`src/rtl/pulse_stretch.sv`:
```
// pulse_stretch: turns single-cycle pulses into fixed high windows with a
// mandatory low gap; extra pulses queue in a saturating pending counter.
module pulse_stretch #(
    parameter int HOLD_CYCLES = 4,
    parameter int GAP_CYCLES  = 2,
    parameter int PEND_WIDTH  = 3
) (
    input  logic                  clock,
    input  logic                  reset,
    input  logic                  pulse_in,
    output logic                  level_out,
    output logic                  busy,
    output logic [PEND_WIDTH-1:0] pending,
    output logic                  overflow
);

    localparam int MAXC =
        (HOLD_CYCLES > GAP_CYCLES) ? HOLD_CYCLES : GAP_CYCLES;
    localparam int CW = $clog2(MAXC) + 1;
    localparam logic [CW-1:0] HOLD_LOAD = CW'(HOLD_CYCLES - 1);
    localparam logic [CW-1:0] GAP_LOAD  = CW'(GAP_CYCLES - 1);
    localparam logic [PEND_WIDTH-1:0] PEND_MAX = '1;

    typedef enum logic [1:0] {
        IDLE,
        HIGH,
        GAP
    } state_t;

    state_t                  state;
    state_t                  state_nxt;
    logic [CW-1:0]           cnt;
    logic [CW-1:0]           cnt_nxt;
    logic [PEND_WIDTH-1:0]   pend_nxt;
    logic                    ovf_nxt;
    logic                    last;

    assign last = (cnt == '0);

    always_comb begin
        state_nxt = state;
        cnt_nxt   = cnt;
        pend_nxt  = pending;
        ovf_nxt   = 1'b0;
        unique case (state)
            IDLE: begin
                if (pulse_in) begin
                    state_nxt = HIGH;
                    cnt_nxt   = HOLD_LOAD;
                end
            end
            HIGH: begin
                if (last) begin
                    state_nxt = GAP;
                    cnt_nxt   = GAP_LOAD;
                end else begin
                    cnt_nxt = cnt - 1'b1;
                end
                if (pulse_in) begin
                    if (pending == PEND_MAX) ovf_nxt = 1'b1;
                    else pend_nxt = pending + 1'b1;
                end
            end
            GAP: begin
                if (last) begin
                    // A pulse landing now is consumed by the restart itself.
                    if (pending != '0 || pulse_in) begin
                        state_nxt = HIGH;
                        cnt_nxt   = HOLD_LOAD;
                        if (!pulse_in) pend_nxt = pending - 1'b1;
                    end else begin
                        state_nxt = IDLE;
                    end
                end else begin
                    cnt_nxt = cnt - 1'b1;
                    if (pulse_in) begin
                        if (pending == PEND_MAX) ovf_nxt = 1'b1;
                        else pend_nxt = pending + 1'b1;
                    end
                end
            end
            default: begin
                state_nxt = IDLE;
                cnt_nxt   = '0;
            end
        endcase
    end

    always_ff @(posedge clock or posedge reset) begin
        if (reset) begin
            state     <= IDLE;
            cnt       <= '0;
            pending   <= '0;
            overflow  <= 1'b0;
            level_out <= 1'b0;
            busy      <= 1'b0;
        end else begin
            state     <= state_nxt;
            cnt       <= cnt_nxt;
            pending   <= pend_nxt;
            overflow  <= ovf_nxt;
            level_out <= (state_nxt == HIGH);
            busy      <= (state_nxt != IDLE);
        end
    end

endmodule

```
`config.mk`:
```
export PLATFORM = sky130hd
export DESIGN_NAME = pulse_stretch
export DESIGN_NICKNAME = d
export VERILOG_FILES = /design/src/rtl/pulse_stretch.sv
export SDC_FILE = /design/constraint.sdc
export NUM_CORES = 1
export LEC_CHECK = 0
export CORE_UTILIZATION = 50
export DETAILED_ROUTE_END_ITERATION = 7
export DONT_BUFFER_PORTS = 1
export PLACE_DENSITY = 0.76
export SYNTH_ARGS = -nofsm -noshare
export SYNTH_HDL_FRONTEND = slang
export SYNTH_SLANG_ARGS = --single-unit
```
`constraint.sdc`:
```
create_clock -name clock -period 2.1 [get_ports clock]
set_input_delay 0.21 -clock clock [delete_from_list [all_inputs] [get_ports clock]]
set_output_delay 0.21 -clock clock [all_outputs]
set_load 0.03 [all_outputs]
```
==> results.sh, run 1 <==
export IMPL_dieArea_um2=1530
export IMPL_cts_resized=0
export IMPL_synth_xor_area_share_pct=2.55
export IMPL_cp_max_fo=7
export IMPL_drt_pass1_iterations=4
export IMPL_ir_drop_uv=902
export IMPL_portBuffers=0
export IMPL_setup_tns_ps=0
export IMPL_synth_seq_cells=11
export IMPL_post_route_period_util_pct=91.1
export IMPL_num_vias=527
export IMPL_cts_root_buf="clkbuf_4"
export IMPL_tightestPinTransition_ps=422
export IMPL_clk_pin_slew_ps=60
export IMPL_die_h_um=39.1
export IMPL_synth_compound_area_share_pct=17.5
export IMPL_dpl_hpwl_um=957
export IMPL_antenna_found_initial=0
export IMPL_clkLatencyLatePin_ps=260
export IMPL_muxShareOfSynthArea_pct=1.46
export IMPL_syn_nets=82
export IMPL_routed_via_density=5.73
export IMPL_rsz0062_at_grt="no"
export IMPL_multi_input_area_um2=373
export IMPL_dr_first_iter_drc_count=20
export IMPL_diodes=0
export IMPL_crit_type="reg2reg"
export IMPL_start_util_pct=57.9
export IMPL_num_io_pins=9
export IMPL_h_tree_depth=1
export IMPL_leakagePower_nw=0.348
export IMPL_ys_warn_count=0
export IMPL_synth_area_um2=687
export IMPL_max_freq_mhz=523
export IMPL_crit_arrival_ps=2060
export IMPL_synth_adder_area_share_pct=12.8
export IMPL_area_growth_pct=9.84
export IMPL_synth_top_family_by_area="simple AND/OR/NAND/NOR gates"
export IMPL_final_cell_mix="dfrtp_1 (11), nor2_1 (8), inv_1 (8)"
export IMPL_gp_congestion=0.791
export IMPL_clockBufferDepth=2
export IMPL_final_cells=92
export IMPL_gr_total_overflow=0
export IMPL_dp_cells=87
export IMPL_slew_violations=0
export IMPL_cts_tree="done"
export IMPL_track_usage_pct=20.4
export IMPL_wl_per_cell_um=13.7
export IMPL_start_kind="flip-flop"
export IMPL_cp_startpoint="state[0]"
export IMPL_r2r_start="state[0]"
export IMPL_fin_nets=89
export IMPL_design_core_area_um2=1190
export IMPL_first_global_vias=485
export IMPL_synth_simple_gate_area_share_pct=20.0
export IMPL_regArea_um2=275
export IMPL_hold_ws_ps=75.4
export IMPL_wl_mm=1.26
export IMPL_outcome="completed"
export IMPL_fillers=96
export IMPL_grt_pass1_wl_mm=2.09
export IMPL_layout_min_cycle_time_ps=1910
export IMPL_die_w_um=39.1
export IMPL_maxCapViolations=0
export IMPL_crit_path_end_kind="flip-flop"
export IMPL_hold_violations=0
export IMPL_drive_gt1_share_pct=12.8
export IMPL_power_density_nw_per_um2=1700
export IMPL_setup_viol=0
export IMPL_hold_path_class="in2reg"
export IMPL_drcViolationCount=0
export IMPL_fin_skew_ps=2.77
export IMPL_ant_nets=0
export IMPL_min_from="pulse_in"
export IMPL_rows=12
export IMPL_clock_sinks=11
export IMPL_maxSlewHeadroom_pct=71.9
export IMPL_grt_max_degree=12
export IMPL_synth_seq_area_share_pct=40.1
export IMPL_syn_avg_cell_area_um2=9.54
export IMPL_critPathRequiredTime_ps=2240
export IMPL_netlist_instances=72
export IMPL_synth_cell_types=31
export IMPL_cts_buffers=3
export IMPL_final_common_cell="dfrtp_1"
==> registers in the layout (all words and copies together) (netlist names) <==
signal and flops:
busy 1, cnt 3, level_out 1, overflow 1, pending 3, state 2
==> stage by stage <==
stage	area, um^2	util [%]	total power [W]	worst slack, ps
6_report	754	63.6	0.00128	187
5_1_grt	754	63.6	0.00140	87.3
4_1_cts	754	63.6	0.00129	190
3_5_place_dp	718	60.5	0.00114	204
3_3_place_gp	718	60.5	0.00112	266
2_1_floorplan	687	-	0.000976	221
==> Yosys cell counts (all sizes together) <==
| library cell | instances | area [um^2] |
|---|---|---|
| ha | 7 | 87.6 |
| clkbuf | 1 | 3.75 |
| nor3b | 1 | 12.5 |
| nand3b | 1 | 7.51 |
| a2111oi | 1 | 15.0 |
| or4b | 1 | 10.0 |
| a31o | 1 | 8.76 |
| a211oi | 1 | 7.51 |
| nand4 | 1 | 6.26 |
| a21oi | 3 | 15.0 |
| nor4 | 1 | 6.26 |
| xnor2 | 1 | 8.76 |
| or2 | 1 | 6.26 |
| buf | 1 | 5.00 |
| xor2 | 1 | 8.76 |
| o21a | 1 | 7.51 |
| o21bai | 2 | 15.0 |
| o22ai | 1 | 12.5 |
| nor2b | 1 | 6.26 |
| mux2i | 1 | 10.0 |
| a31oi | 1 | 6.26 |
| and3 | 1 | 6.26 |
| or3 | 1 | 6.26 |
| inv | 8 | 30.0 |
| nand2 | 3 | 11.3 |
| o31ai | 3 | 22.5 |
| o21ai | 2 | 10.0 |
| nor3 | 2 | 10.0 |
| nand2b | 3 | 18.8 |
| nor2 | 8 | 30.0 |
| dfrtp | 11 | 275 |
==> worst paths after layout <==
kind                              end  slack (ps)  depth (start not counted)
min reg2reg                    cnt[2]         550                          1
max in group asynchronous   level_out        1450                          2
max                        pending[0]         190                          6
min in group asynchronous        busy         370                          2
max reg2reg                pending[0]         190                          6
min                          overflow          80                          2
==> repair_timing <==
item,in CTS,in global routing
hold endpoints to repair,11,0
setup buffers,0,0
hold buffers,1,0
==> power by group <==
group | switching [W] | leakage [nW] | internal [W]
Clock | 0.0000640 | 0.0150 | 0.0000734
Sequential | 0.000160 | 0.133 | 0.000311
Combinational | 0.000394 | 0.200 | 0.000283
Total | 0.000618 | 0.348 | 0.000667
==> cells by family (layout without fill, tap and decap cells) <==
logic type,after synthesis,in the layout
simple gates,25,25
compound gates,16,16
flops,11,11
buf+inv,10,16
fa+ha+maj,7,7
xor+xnor,2,2
mux,1,1
==> per-layer routing <==
metal,routed length (um),up-vias,global-route usage [%]
li1,-,260,-
met1,573,249,24.3
met2,608,18,34.2
met3,78,0,8.67
met4,0,0,3.45
met5,0,-,0
==> final cells by class <==
cell class | instances | share of cell area [%]
Multi-Input combinational cell | 51 | 49.4
Sequential cell | 11 | 36.5
Timing Repair Buffer | 4 | 4.31
Clock buffer | 4 | 3.48
Inverter | 8 | 3.98
Tap cell | 14 | 2.32
==> critical path: stages, from the launching register on <==
cell and delay, ps:
dfrtp_1 410, inv_1 100, ha_1 170, or4b_1 580
nor3b_2 260, o22ai_2 130, xnor2_1 150
Note: power is estimated with default switching activity, not from simulation.
==> run 2: changes to the inputs <==
--- a/config.mk
+++ b/config.mk
@@ -5,6 +5,7 @@
 export SDC_FILE = /design/constraint.sdc
 export NUM_CORES = 1
 export LEC_CHECK = 0
+export CORE_MARGIN = 5
 export CORE_UTILIZATION = 50
 export DETAILED_ROUTE_END_ITERATION = 7
 export DONT_BUFFER_PORTS = 1
==> run 2 against run 1 <==
Against the previous run: combinational power is 1% lower; power is 0.12% lower; final cell count is 1.1% higher; critical endpoint is now pending[1]; largest cell class unchanged; global-route usage is 5.8 points lower.
==> results.sh, run 2 (same netlist as run 1, synthesis figures left out) <==
export IMPL_outcome="completed"
export IMPL_final_cell_mix="dfrtp_1 (11), nor2_1 (8), inv_1 (8)"
export IMPL_dpl_hpwl_um=952
export IMPL_drive_gt1_share_pct=12.8
export IMPL_cts_resized=0
export IMPL_regArea_um2=275
export IMPL_h_tree_depth=1
export IMPL_cts_buffers=3
export IMPL_multi_input_area_um2=373
export IMPL_tightestPinTransition_ps=429
export IMPL_grt_pass1_wl_mm=2.22
export IMPL_start_kind="flip-flop"
export IMPL_routed_via_density=5.65
export IMPL_fin_skew_ps=8.40
export IMPL_die_h_um=47.1
export IMPL_diodes=0
export IMPL_ant_nets=0
export IMPL_drt_pass1_iterations=4
export IMPL_rows=13
export IMPL_ir_drop_uv=808
export IMPL_portBuffers=0
export IMPL_place_area_um2=719
export IMPL_maxSlewHeadroom_pct=71.4
export IMPL_min_from="pulse_in"
export IMPL_clockBufferDepth=2
export IMPL_crit_path_end_kind="flip-flop"
export IMPL_dr_first_iter_drc_count=15
export IMPL_num_vias=525
export IMPL_dieArea_um2=2220
export IMPL_gp_congestion=0.817
export IMPL_num_io_pins=9
export IMPL_fin_nets=89
export IMPL_cts_tree="done"
export IMPL_max_freq_mhz=524
export IMPL_cp_max_fo=7
export IMPL_first_global_vias=502
export IMPL_crit_end="pending[1]"
export IMPL_clkLatencyLatePin_ps=270
export IMPL_crit_arrival_ps=2110
export IMPL_finalInstanceArea_um2=756
export IMPL_hold_ws_ps=65.8
export IMPL_post_cts_buffers=0
export IMPL_hold_path_class="in2reg"
export IMPL_postCtsHoldBufs=1
export IMPL_antenna_found_initial=0
export IMPL_cp_startpoint="state[0]"
export IMPL_die_w_um=47.1
export IMPL_design_core_area_um2=1300
export IMPL_gr_total_overflow=0
export IMPL_start_util_pct=52.8
export IMPL_hold_violations=0
export IMPL_track_usage_pct=14.6
export IMPL_wl_mm=1.26
export IMPL_rsz0062_at_grt="no"
export IMPL_drcViolationCount=0
export IMPL_r2r_cells=6
export IMPL_clock_sinks=11
export IMPL_fillers=114
export IMPL_crit_type="reg2reg"
export IMPL_final_common_cell="dfrtp_1"
export IMPL_cts_root_buf="clkbuf_4"
export IMPL_maxCapViolations=0
export IMPL_slew_violations=0
export IMPL_setup_viol=0
export IMPL_r2r_start="state[0]"
export IMPL_reg_top3="cnt x3, pending x3, state x2"
export IMPL_clk_pin_slew_ps=80
export IMPL_critPathRequiredTime_ps=2300
export IMPL_grt_max_degree=12
export IMPL_wl_per_cell_um=13.5
export IMPL_area_growth_pct=10.0
export IMPL_post_route_period_util_pct=91.0
export IMPL_rr_endpoint="pending[1]"
export IMPL_layout_min_cycle_time_ps=1910
export IMPL_r2r_slack_ps=190
export IMPL_leakagePower_nw=0.348
export IMPL_power_density_nw_per_um2=1700
export IMPL_setup_tns_ps=0
-- run 2: cell counts in the layout (fill, tap and decap cells not counted) --
No cell type changed its count.
-- run 2: critical path: stages (launching register included) --
cell,delay [ps]
dfrtp_1,420
inv_1,100
ha_1,160
or4b_1,580
and3_1,240
o22ai_2,140
mux2i_1,200
-- run 2: worst min path at each step --
stage	cells after the start	end	slack, ps
5_1_grt	2	overflow	60
6_report	2	overflow	70
2_1_floorplan	1	busy	60
4_1_cts	2	overflow	60
3_5_place_dp	1	state[0]	120
3_3_place_gp	1	state[0]	120
-- run 2: stage by stage --
stage / power [W] / std cells / util, % / worst slack, ps
CTS: 0.00129 / 93 / 58.1 / 180
detailed placement: 0.00114 / 88 / 55.3 / 197
global route: 0.00140 / 93 / 58.1 / 73.7
finish: 0.00128 / 93 / 58.1 / 190
floorplan: 0.000976 / 72 / - / 221
global placement: 0.00112 / 88 / 55.3 / 270
-- run 2: per-layer routing --
layer	track usage, %	part of all wire, %
met3	2.68	3.1
met4	9.94	3.2
met2	21.7	48
met1	19.0	46
met5	0	0
-- run 2: power by group --
part | switching [W] | internal, W | total (W)
registers | 0.000157 | 0.000311 | 0.000468
clock network | 0.0000718 | 0.0000735 | 0.000145
logic | 0.000387 | 0.000282 | 0.000670
-- run 2: final cells by class --
cell class                 instances  share of cell area [%]
sequential                        11                    36.4
clock buffer                       4                    3.48
tap                               15                    2.48
multi-input combinational         51                    49.3
timing repair buffer               4                    4.30
inverter                           8                    3.97
